[config.mk]
export PLATFORM = sky130hd
export DESIGN_NAME = multi_edge_detect
export DESIGN_NICKNAME = d
export VERILOG_FILES = /design/src/rtl/multi_edge_detect.sv
export SDC_FILE = /design/constraint.sdc
export NUM_CORES = 1
export LEC_CHECK = 0
export CAP_MARGIN = 20
export CORE_ASPECT_RATIO = 1.1
export CORE_MARGIN = 8
export CORE_UTILIZATION = 50
export CTS_BUF_LIST = sky130_fd_sc_hd__clkbuf_8
export CTS_CLUSTER_SIZE = 20
export DETAILED_ROUTE_END_ITERATION = 10
export PLACE_DENSITY = 0.81
export SKIP_LAST_GASP = 1
export SLEW_MARGIN = 10
export SYNTH_ARGS = -nofsm -noshare
export SYNTH_HDL_FRONTEND = slang
export SYNTH_SLANG_ARGS = --single-unit
[constraint.sdc]
create_clock -name clk -period 6.77 [get_ports clk]
set_clock_uncertainty 0.05 [all_clocks]
set_input_delay 0.677 -clock clk [delete_from_list [all_inputs] [get_ports clk]]
set_output_delay 0.677 -clock clk [all_outputs]
set_load 0.01 [all_outputs]
[src/rtl/multi_edge_detect.sv]
// multi_edge_detect
//   Per-channel synchroniser, glitch filter and edge detector with sticky
//   event flags and a saturating aggregate event counter.
//
// Parameters
//   WIDTH          number of independent channels (1..32)
//   SYNC_STAGES    synchroniser depth per channel (2..4)
//   FILTER_CYCLES  cycles a changed input must hold before acceptance (1..255)
//   CNT_WIDTH      width of edge_count
//
// Ports
//   clk         rising-edge clock
//   reset       asynchronous active-low reset
//   in          raw asynchronous channel inputs
//   mode        shared event select: 00 none, 01 rise, 10 fall, 11 both
//   ack         write-one-to-clear for pending
//   clear       synchronous clear of edge_count (same-cycle events still count)
//   out         one-cycle event pulse per channel (registered)
//   level       filtered, synchronised channel level (registered)
//   pending     sticky per-channel event flags
//   irq         OR of pending
//   edge_count  saturating count of all events
//
// Handshake: there is no valid/ready flow control. out is a pure one-cycle
// strobe; pending holds each event until software acks it, and a new event
// in the ack cycle wins over the ack.
module multi_edge_detect #(
  parameter int WIDTH         = 4,
  parameter int SYNC_STAGES   = 2,
  parameter int FILTER_CYCLES = 3,
  parameter int CNT_WIDTH     = 8
) (
  input  logic                 clk,
  input  logic                 reset,
  input  logic [WIDTH-1:0]     in,
  input  logic [1:0]           mode,
  input  logic [WIDTH-1:0]     ack,
  input  logic                 clear,
  output logic [WIDTH-1:0]     out,
  output logic [WIDTH-1:0]     level,
  output logic [WIDTH-1:0]     pending,
  output logic                 irq,
  output logic [CNT_WIDTH-1:0] edge_count
);

  localparam int FCW = (FILTER_CYCLES < 1) ? 1 : $clog2(FILTER_CYCLES + 1);
  localparam int PCW = $clog2(WIDTH + 1);
  // Sum width wide enough that count + popcount can never wrap before the
  // saturation compare.
  localparam int SW  = ((CNT_WIDTH > PCW) ? CNT_WIDTH : PCW) + 1;

  localparam logic [FCW-1:0]       FC_LAST = FCW'(FILTER_CYCLES - 1);
  localparam logic [CNT_WIDTH-1:0] CNT_MAX = {CNT_WIDTH{1'b1}};

  logic [WIDTH-1:0]     sync_q [SYNC_STAGES];
  logic [WIDTH-1:0]     s;
  logic [FCW-1:0]       cnt_q  [WIDTH];
  logic [FCW-1:0]       cnt_d  [WIDTH];
  logic [WIDTH-1:0]     level_q, level_d;
  logic [WIDTH-1:0]     rise, fall;
  logic [WIDTH-1:0]     out_q, out_d;
  logic [WIDTH-1:0]     pending_q, pending_d;
  logic [CNT_WIDTH-1:0] count_q, count_d;
  logic [PCW-1:0]       pop;
  logic [SW-1:0]        base, sum;

  assign s = sync_q[SYNC_STAGES-1];

  // Filter: a channel's counter advances only while the synchronised input
  // disagrees with the accepted level; any agreement restarts the window,
  // so short excursions never reach acceptance.
  always_comb begin
    level_d = level_q;
    rise    = '0;
    fall    = '0;
    for (int i = 0; i < WIDTH; i++) begin
      cnt_d[i] = '0;
      if (s[i] != level_q[i]) begin
        if (cnt_q[i] == FC_LAST) begin
          level_d[i] = s[i];
          rise[i]    = s[i];
          fall[i]    = ~s[i];
        end else begin
          cnt_d[i] = cnt_q[i] + FCW'(1);
        end
      end
    end
  end

  // Level tracking is unconditional; mode only gates the reported events.
  assign out_d = (rise & {WIDTH{mode[0]}}) | (fall & {WIDTH{mode[1]}});

  // pending and edge_count react to the cycle in which out is high, so they
  // update one edge after the pulse appears.
  assign pending_d = out_q | (pending_q & ~ack);

  always_comb begin
    pop = '0;
    for (int i = 0; i < WIDTH; i++) begin
      pop = pop + PCW'(out_q[i]);
    end
  end

  always_comb begin
    base    = clear ? '0 : SW'(count_q);
    sum     = base + SW'(pop);
    count_d = (sum > SW'(CNT_MAX)) ? CNT_MAX : sum[CNT_WIDTH-1:0];
  end

  always_ff @(posedge clk or negedge reset) begin
    if (!reset) begin
      for (int k = 0; k < SYNC_STAGES; k++) begin
        sync_q[k] <= '0;
      end
      for (int i = 0; i < WIDTH; i++) begin
        cnt_q[i] <= '0;
      end
      level_q   <= '0;
      out_q     <= '0;
      pending_q <= '0;
      count_q   <= '0;
    end else begin
      sync_q[0] <= in;
      for (int k = 1; k < SYNC_STAGES; k++) begin
        sync_q[k] <= sync_q[k-1];
      end
      for (int i = 0; i < WIDTH; i++) begin
        cnt_q[i] <= cnt_d[i];
      end
      level_q   <= level_d;
      out_q     <= out_d;
      pending_q <= pending_d;
      count_q   <= count_d;
    end
  end

  assign out        = out_q;
  assign level      = level_q;
  assign pending    = pending_q;
  assign irq        = |pending_q;
  assign edge_count = count_q;

endmodule

==> metrics.txt, run 1 <==
Worst Path Arrival=a little over 3000 ps; total power=around 0.00059 W; chip height=72.58 um; vias per cell=5.268; crit path max fanout=7; Post CTS Setup Buffer Count=0; Post-synth ARST share=100.0%; worst-skew pair later-pin latency=290 ps; worst hold slack=298.7 ps; outcome=finished clean; class of the worst hold path=flip-flop to flip-flop; post-cts sizing count=0; RSZ-0062 raised after global routing=no; placed inst area=approximately 1800 um2; DRT antenna net count=0; CP Cell Sequence=clkdlybuf4s50_1 > inv_1 > nand2_1 > fa_1 > fa_1 > and3b_1 > and4_4 > nand3_4 > a21oi_2; largest net degree at the start of global routing=37; Least-Margin Pin Slew=about 430 ps; Max-Slew Margin vs Limit=approximately 71%; Worst EP required=slightly below 7000 ps; Die W=just under 70 um; CTS clk-pin slew, worst paths=about 70 ps; final routed wire length divided by cell count=14.93 um; mapped cell area=approximately 1500 um2; hpwl dp=between 2000 and 2500 um; Max-Cap Viols=0; CTS Buf Count=5; ANT cells=0; Max IR drop VDD=0.2250 mV; vias=roughly 1000; max incr delay on CP=between 400 and 500 ps; Area growth, synth to finish=32.24%; Synth cell types=27; initial antenna violation count=0; Top cell by count, worst path=fa_1; gpl congestion=around 0.81; crit share post-route=between 40 and 50%; power per cell area=around 310 nW/um2; core area=2778 um2; first-pass GRT wire length=approximately 4800 um; Ports=34; Fill cells=between 200 and 250; f_max=0.3432 GHz; DRC viols=0; # nets final=181; CTS Buffer Depth=2; clk sinks=36; Synth Register Bits=36; H-tree Lvls=2; Pins Over Slew Limit=0; Tot GR Track Use=roughly an eighth; iteration count of the initial detailed-routing pass=4; DRT iter0 DRCs=28; setup tns final=0 ps; count of final setup violators=0; Post-synth EDFFs=0; Lkg Pwr=a little under 0.9 nW; Initial Util=approximately 52%; cts hold-fix bufs=0; WS Path Type=input pin to flip-flop; syn_nets=140; share of cells above drive strength 1=6.667%; Mean Syn Cell Area=11.83 um2; CTS tree=built; CP Capture Type=flip-flop; post-route cell area=1924 um2; Rows=20; CP startpoint kind=input pin; CP max-delay cell=clkdlybuf4s50_1; input/output buffers=33; final hold violations=0; Synth Instances=approximately 120; sequential area share after synthesis=61.91%; Synth warnings=0; minimum clock period=about 2900 ps; Root Driver=clkbuf_8; grt total ovfl=0; most common flop cell mapped by yosys=dfrtp_1; vias in the first global route=1078; Post-Route WL=2957 um; die area=approximately 5000 um2
report_power, final:
| part | internal (W) | switching [W] |
|---|---|---|
| logic | 0.0000861 | 0.0000624 |
| clock network | 0.0000798 | 0.0000688 |
| registers | 0.000258 | 0.0000379 |
| total | 0.000424 | 0.000169 |
layout make-up:
class	instances	area (um2)	share of cell area [%]
clock inverters	2	7.507	0.3901
repair buffers	34	337.8	17.56
multi-input cells	75	509.2	26.46
well taps	33	41.29	2.146
flip-flops and latches	36	900.9	46.81
clock buffers	6	82.58	4.291
inverters	12	45.04	2.341
Yosys cell counts, types with 2 or more instances:
cell type / count / share of area [%]
a21o_1: 3 / 1.5
a21oi_1: 3 / 1.0
a31oi_1: 4 / 1.7
dfrtp_1: 36 / 62
fa_1: 3 / 4.1
inv_1: 12 / 3.1
nand2_1: 14 / 3.6
nand2b_1: 4 / 1.7
nand3b_1: 2 / 1.0
nor2_1: 7 / 1.8
nor2b_1: 2 / 0.86
nor3_1: 4 / 1.4
nor3b_1: 4 / 2.1
o21ai_0: 7 / 2.4
xnor2_1: 5 / 3.0
xor2_1: 2 / 1.2
worst max-delay path, delay by kind of cell:
family,cells,cell delay (ps)
AO/OA/AOI/OAI,1,130
adder cells (fa/ha/maj),2,840
buffers and inverters,2,690
AND/OR/NAND/NOR,4,750
per-stage QoR:
step	utilization (%)	setup slack [ps]	std cells
after floorplan	-	4105	123
after global placement	66.04	3682	190
after detailed placement	66.04	3560	190
after CTS	69.28	3865	198
after global routing	69.28	3799	198
final	69.28	3857	198
per-layer routing:
metal  global-route usage, %  routed length (um)  vias to the layer above
li1                        -                   -                      494
met1                   13.73                1175                      514
met2                   21.91                1492                       29
met3                   6.605                 236                        6
met4                   5.581                  52                        0
met5                       0                   0                        -
layout by cell type (no fill, tap or decap), types with 5 or more instances in the layout:
cell type	n
clkdlybuf4s50_1	33
clkbuf_8	6
nor2_1	7
xnor2_1	5
inv_1	14
dfrtp_1	36
o21ai_0	7
nand2_1	14
cell families (layout without fill, tap and decap cells):
kind of cell	after synthesis	in the layout	share of synthesized area [%]
muxes	1	1	0.7738
DFF	36	36	61.91
adders and majority gates	4	4	4.987
AOI/OAI and AO/OA	21	21	9.114
buffers and inverters	12	54	3.095
xor gates and xnor gates	7	7	4.213
and+or+nand+nor	42	42	15.91
flip-flops by register name (all words and copies together) (netlist names):
signal,cells
cnt_q,8
edge_count,8
level,4
out,4
pending,4
s,4
sync_q,4
path summary, 6_finish.rpt:
path | from | to | slack [ps] | depth (start not counted)
max reg2reg | out[0]$_DFF_PN0_ | edge_count[3]$_DFF_PN0_ | 4000 | 8
max | clear | edge_count[3]$_DFF_PN0_ | 3860 | 9
min | sync_q[7]$_DFF_PN0_ | s[3]$_DFF_PN0_ | 300 | 0
max in group asynchronous | reset | pending[1]$_DFF_PN0_ | 5620 | 2
min reg2reg | sync_q[7]$_DFF_PN0_ | s[3]$_DFF_PN0_ | 300 | 0
min in group asynchronous | reset | edge_count[7]$_DFF_PN0_ | 750 | 2
No activity file was read; power rests on OpenSTA's default activity.
==> inputs of run 2 (changes only) <==
Settings changed: CORE_UTILIZATION 50 to 46, PLACE_DENSITY 0.81 to 0.78.
Clock period 6.77 ns to 2.5 ns, I/O delays scaled along.
==> metrics.txt, run 2 (same netlist as run 1, synthesis figures left out) <==
Tot GR Track Use=12.82% (-0.42 points); Initial Util=48.16% (-4.2 points); placed inst area=1893 um2 (+3.2%); Max IR drop VDD=0.7391 mV (+230%); Lkg Pwr=0.9612 nW (+8.2%); outcome=complete, but fails checks; share of cells above drive strength 1=13.79% (+7.1 points); Least-Margin Pin Slew=440.8 ps (+9.483 ps); grt total ovfl=0 (unchanged); final routed wire length divided by cell count=15.06 um (+0.83%); RSZ-0062 raised after global routing=yes; violated checks=negative setup slack; CTS clk-pin slew, worst paths=70 ps (about the same); worst hold slack=299.7 ps (+1.042 ps); H-tree Lvls=2 (unchanged); hold path startpoint=sync_q[6]$_DFF_PN0_; vias per cell=5.197 (-1.3%); Reg power frac=41.7% (-8.2 points); final core utilization=68.41% (-0.87 points); commonest non-fill, non-tap cell in the layout=dfrtp_1; Logic pwr share=21.8% (-3.2 points); vias in the first global route=1161 (+7.7%); clk sinks=36 (unchanged); first-pass GRT wire length=5216 um (+9.1%); Root Driver=clkbuf_8; total power=0.001929 W (+230%); iteration count of the initial detailed-routing pass=4 (unchanged); hpwl dp=2352 um (+2.7%); WHS Path Cells=0 (unchanged); input/output buffers=33 (unchanged); Area growth, synth to finish=42.05%; max incr delay on CP=540 ps (+60 ps); most frequent cells in the layout=dfrtp_1, clkdlybuf4s50_1, nand2_1, inv_1, buf_4; Top cell by count, worst path=fa_2; Pins Over Slew Limit=0 (unchanged); crit share post-route=101.5%; initial antenna violation count=0 (unchanged); largest net degree at the start of global routing=37 (unchanged); Crit path max-delay family=adder cells; Worst Path Buf+Inv=1 (-1); die area=5221 um2 (+6.7%); core area=3022 um2 (+8.8%); Worst Path Arrival=2710 ps (-370 ps); CP max-delay cell=fa_1; DP Worst Slack=-50.78 ps (-3611 ps); setup ws final=-37.79 ps (-3894 ps); Rows=21 (+5.0%); worst r2r path cells=8 (unchanged); CP startpoint kind=flip-flop; CTS Buf Count=5 (unchanged); Die W=69.63 um (+3.2%); WS Path Type=flip-flop to flip-flop; FF-to-FF Start=out[0]$_DFF_PN0_; R2R Setup Slk=-40 ps (-4040 ps); CTS Buffer Depth=2 (unchanged); gpl congestion=0.7632 (-6.0%); Post-Route WL=3132 um (+5.9%); Sw Ratio=25.43% (-3.1 points); worst-skew pair later-pin latency=290 ps (about the same); final hold violations=0 (unchanged); DRC viols=0 (unchanged); CTS tree=built; # nets final=190 (+5.0%); Max-Slew Margin vs Limit=70.61% (-0.63 points); Max-Cap Viols=0 (unchanged); minimum clock period=2538 ps; CP Cell Sequence=fa_1 > inv_1 > fa_2 > fa_2 > and3b_1 > and4_4 > nand3_4 > a21oi_2; Hold Path Sink=s[2]$_DFF_PN0_; CP Capture Type=flip-flop; class of the worst hold path=flip-flop to flip-flop; RR Endpoint=edge_count[3]$_DFF_PN0_; chip height=74.99 um (+3.3%); post-route cell area=2067 um2 (+7.4%); f_max=about 0.39 GHz; crit path max fanout=5 (-2); count of final setup violators=2 (+2); Worst EP required=2670 ps (-4270 ps); ANT cells=0 (unchanged); clock network power share=36.5% (+11 points); Ports=34 (unchanged); DRT iter0 DRCs=58 (+110%); NetSw=0.0004905 W (+190%); DRT antenna net count=0 (unchanged); power per cell area=933.2 nW/um2 (+200%); P_int=0.001439 W (+240%); vias=1081 (+3.6%); post-cts sizing count=0 (unchanged)
## run 2: changes by cell type in the layout (fill, tap and decap cells not counted)
cell	before	now
clkbuf_8	6	5
inv_1	14	12
fa_2	0	2
fa_1	3	1
bufinv_16	0	3
buf_4	1	10
## run 2: layout make-up
type / instances / area, um2
inverters: 12 / 45.04
clock inverters: 3 / 90.09
well taps: 34 / 42.54
repair buffers: 43 / 405.4
clock buffers: 5 / 68.82
flip-flops and latches: 36 / 900.9
multi-input cells: 75 / 514.2
fillers: 225 / 954.7
## run 2: worst max path at each step
| stage | from | endpoint | slack, ps | depth (start not counted) |
|---|---|---|---|---|
| 2_1_floorplan | out[0]$_DFF_PN0_ | edge_count[3]$_DFF_PN0_ | -30 | 8 |
| 3_3_place_gp | out[0]$_DFF_PN0_ | edge_count[3]$_DFF_PN0_ | 30 | 8 |
| 3_5_place_dp | out[0]$_DFF_PN0_ | edge_count[3]$_DFF_PN0_ | -50 | 8 |
| 4_1_cts | out[0]$_DFF_PN0_ | edge_count[3]$_DFF_PN0_ | -40 | 8 |
| 5_1_grt | out[0]$_DFF_PN0_ | edge_count[3]$_DFF_PN0_ | -110 | 8 |
| 6_report | out[0]$_DFF_PN0_ | edge_count[3]$_DFF_PN0_ | -40 | 8 |
## run 2: power groups by stage
stage | combinational [W] | clock (W) | sequential, W
2_1_floorplan | 0.000181 | 0 | 0.000815
3_3_place_gp | 0.000403 | 0 | 0.000798
3_5_place_dp | 0.000423 | 0 | 0.000811
4_1_cts | 0.000425 | 0.000723 | 0.000802
5_1_grt | 0.000464 | 0.000743 | 0.000820
6_report | 0.000420 | 0.000704 | 0.000804
## run 2: through the flow
stage               TNS [ps]  instances
finish                -56.44        208
global route          -512.3        208
CTS                   -78.12        207
detailed placement    -98.79        198
global placement           0        198
floorplan             -40.05        123
## run 2: timing repair
| item | in CTS | in global routing |
|---|---|---|
| setup buffers | 1 | 1 |
| pin swaps | 0 | 0 |
| hold buffers | 0 | 0 |
| setup endpoints to repair | 3 | 7 |
## run 2: layer usage
metal | GRT usage (%) | wire length (um) | part of all wire (%) | vias up
li1 | - | - | - | 507
met4 | 6.696 | 65 | 2.1 | 0
met3 | 5.534 | 182 | 5.8 | 5
met5 | 0 | 0 | 0 | -
met2 | 22.03 | 1660 | 53 | 29
met1 | 13.27 | 1224 | 39 | 540
==> inputs of run 3 (changes only) <==
Settings changed: ABC_AREA from default to 1, CORE_UTILIZATION 46 to 47, PLACE_DENSITY 0.78 to 0.79.
==> metrics.txt, run 3 <==
final hold violations=0 (unchanged); CP Capture Type=flip-flop; outcome=finished clean; syn_nets=163 (+16%); Register Area=900.9 um2 (unchanged); # nets final=204 (+7.4%); power per cell area=802.2 nW/um2 (-14%); Post CTS Setup Buffer Count=0 (-1); Synth top area share=56.25% (-5.7 points); worst-skew pair later-pin latency=280 ps (about the same); most common flop cell mapped by yosys=dfrtp_1; ANT cells=0 (unchanged); CTS clk-pin slew, worst paths=70 ps (about the same); count of final setup violators=0 (-2); Synth cell types=27 (unchanged); Worst Path Arrival=2480 ps (-230 ps); most frequent cells in the layout=dfrtp_1, clkdlybuf4s50_1, nand2_1, inv_1, nor3_1; class of the worst hold path=flip-flop to flip-flop; grt total ovfl=0 (unchanged); mapped cell area=1602 um2 (+10%); CTS Buffer Depth=2 (unchanged); post-route cell area=2071 um2 (+0.18%); setup tns final=0 ps (+56.44 ps); cts hold-fix bufs=0 (unchanged); share of cells above drive strength 1=17.65% (+3.9 points); RSZ-0062 raised after global routing=no; DRC viols=0 (unchanged); CTS tree=built; Max-Slew Margin vs Limit=71.20% (+0.59 points); CP startpoint kind=flip-flop; Synth Instances=146 (+19%); hpwl dp=2319 um (-1.4%); clk sinks=36 (unchanged); Area growth, synth to finish=29.30%; commonest non-fill, non-tap cell in the layout=dfrtp_1; synthesized-area fraction occupied by adder cells=4.531% (-0.46 points); compound-gate portion of the synthesized area=6.172% (-2.9 points); total power=0.001661 W (-14%); Mean Syn Cell Area=10.97 um2 (-7.3%); Post-Route WL=2927 um (-6.5%); Max IR drop VDD=0.4734 mV (-36%); placed inst area=1972 um2 (+4.2%); main area contributors after synthesis=dfrtp_1, nand2_1, inv_1, fa_1, nand3_2; Synth warnings=0 (unchanged); iteration count of the initial detailed-routing pass=4 (unchanged); H-tree Lvls=2 (unchanged); Ports=34 (unchanged); Initial Util=48.48% (+0.33 points); input/output buffers=33 (unchanged); CP max-delay cell=fa_1; Lkg Pwr=0.9818 nW (+2.1%); Synth Register Bits=36 (unchanged); CP Cell Sequence=fa_1 > inv_1 > fa_1 > fa_2 > nor2_4 > xnor2_1 > nand2_1; f_max=0.4236 GHz (+7.5%); Post-synth EDFFs=0 (unchanged); largest net degree at the start of global routing=37 (unchanged); crit share post-route=94.43% (-7.1 points); Tot GR Track Use=11.95% (-0.87 points); Rows=22 (+4.8%); first-pass GRT wire length=5195 um (-0.40%); Post-Synth Simple-Gate Area=20.39% (+4.5 points); Least-Margin Pin Slew=432.0 ps (-8.798 ps); die area=5534 um2 (+6.0%); DRT antenna net count=0 (unchanged); post-cts sizing count=0 (unchanged); Worst Path Buf+Inv=1 (unchanged); Max-Cap Viols=0 (unchanged); CTS Buf Count=5 (unchanged); gpl congestion=0.8256 (+8.2%); Die W=71.66 um (+2.9%); mux contribution to synthesized area=2.812% (+2.0 points); Top cell by count, worst path=fa_1; largest family of logic cells by synthesized area=simple AND/OR/NAND/NOR gates; Root Driver=clkbuf_8; initial antenna violation count=0 (unchanged); Crit path max-delay family=adder cells; crit path max fanout=3 (-2); Fill cells=267 (+19%); vias per cell=4.888 (-5.9%); Post-Synth XOR/XNOR Area=2.734% (-1.5 points); sequential area share after synthesis=56.25% (-5.7 points); Post-synth ARST share=100.0% (unchanged); Pins Over Slew Limit=0 (unchanged); DRT iter0 DRCs=64 (+10%); multi-input logic area=589.3 um2 (+15%); vias in the first global route=1230 (+5.9%); core area=3303 um2 (+9.3%); chip height=77.23 um (+3.0%); Post-synth top cells=dfrtp_1, nand2_1, inv_1; Synth area leader=dfrtp_1; minimum clock period=2361 ps (-176.9 ps); Worst EP required=2620 ps (-50 ps); WS Path Type=flip-flop to flip-flop; final routed wire length divided by cell count=13.13 um (-13%); max incr delay on CP=540 ps (about the same); top-count cell post-synth=dfrtp_1; vias=1090 (+0.83%)
run 3: changes by cell type after synthesis, sizes merged, moves of 4 or more:
cell | before | now
nand2b | 4 | 0
nand2 | 14 | 32
nor3b | 4 | 0
a31oi | 4 | 0
a211oi | 0 | 4
o21ai | 7 | 2
nor3 | 4 | 8
nand3 | 2 | 9
inv | 12 | 25
run 3: final cells by class:
cell class | count | area share (%)
sequential | 36 | 43.50
inverter | 25 | 4.532
tap | 36 | 2.175
timing repair buffer | 35 | 16.68
clock buffer | 7 | 4.653
multi-input combinational | 84 | 28.46
run 3: worst paths after layout:
path / from / slack [ps] / end / depth (start not counted)
max: out[0]$_DFF_PN0_ / 140 / edge_count[4]$_DFF_PN0_ / 7
min: sync_q[5]$_DFF_PN0_ / 300 / s[1]$_DFF_PN0_ / 0
max reg2reg: out[0]$_DFF_PN0_ / 140 / edge_count[4]$_DFF_PN0_ / 7
min reg2reg: sync_q[5]$_DFF_PN0_ / 300 / s[1]$_DFF_PN0_ / 0
max in group asynchronous: reset / 1770 / s[2]$_DFF_PN0_ / 2
min in group asynchronous: reset / 320 / pending[1]$_DFF_PN0_ / 2
run 3: stage by stage:
stage	utilization, %	hold WS, ps	worst slack, ps	cells
6_report	62.69	301.4	139.1	223
5_1_grt	62.69	317.2	21.99	223
4_1_cts	62.61	304.0	62.83	223
3_5_place_dp	59.70	286.4	64.51	216
3_3_place_gp	59.70	281.4	108.9	216
2_1_floorplan	-	-95.59	122.5	146
run 3: worst register-to-register path, cell delays in order (launching register included):
cell and delay (ps):
dfrtp_1 400, fa_1 540, inv_1 50, fa_1 430
fa_2 400, nor2_4 170, xnor2_1 140, nand2_1 60
run 3: per-layer routing:
layer	vias up	track usage [%]	wire, um
met5	-	0	0
met4	0	6.544	58
met3	5	5.072	173
met2	24	20.80	1530
met1	523	11.48	1164
li1	538	-	-
run 3: report_power, final:
part	internal (W)	leakage (nW)	switching, W
Sequential	0.000705	0.467	0.0000845
Clock	0.000245	0.0503	0.000188
Combinational	0.000247	0.464	0.000191
run 3: logic make-up (layout without fill, tap and decap cells):
kind of cell | count (synthesis) | in the layout
flip-flops | 36 | 36
buffers and inverters | 26 | 67
AO/OA/AOI/OAI | 12 | 12
adder cells (fa/ha/maj) | 4 | 4
multiplexers | 4 | 4
XOR/XNOR | 5 | 5
AND/OR/NAND/NOR | 59 | 59
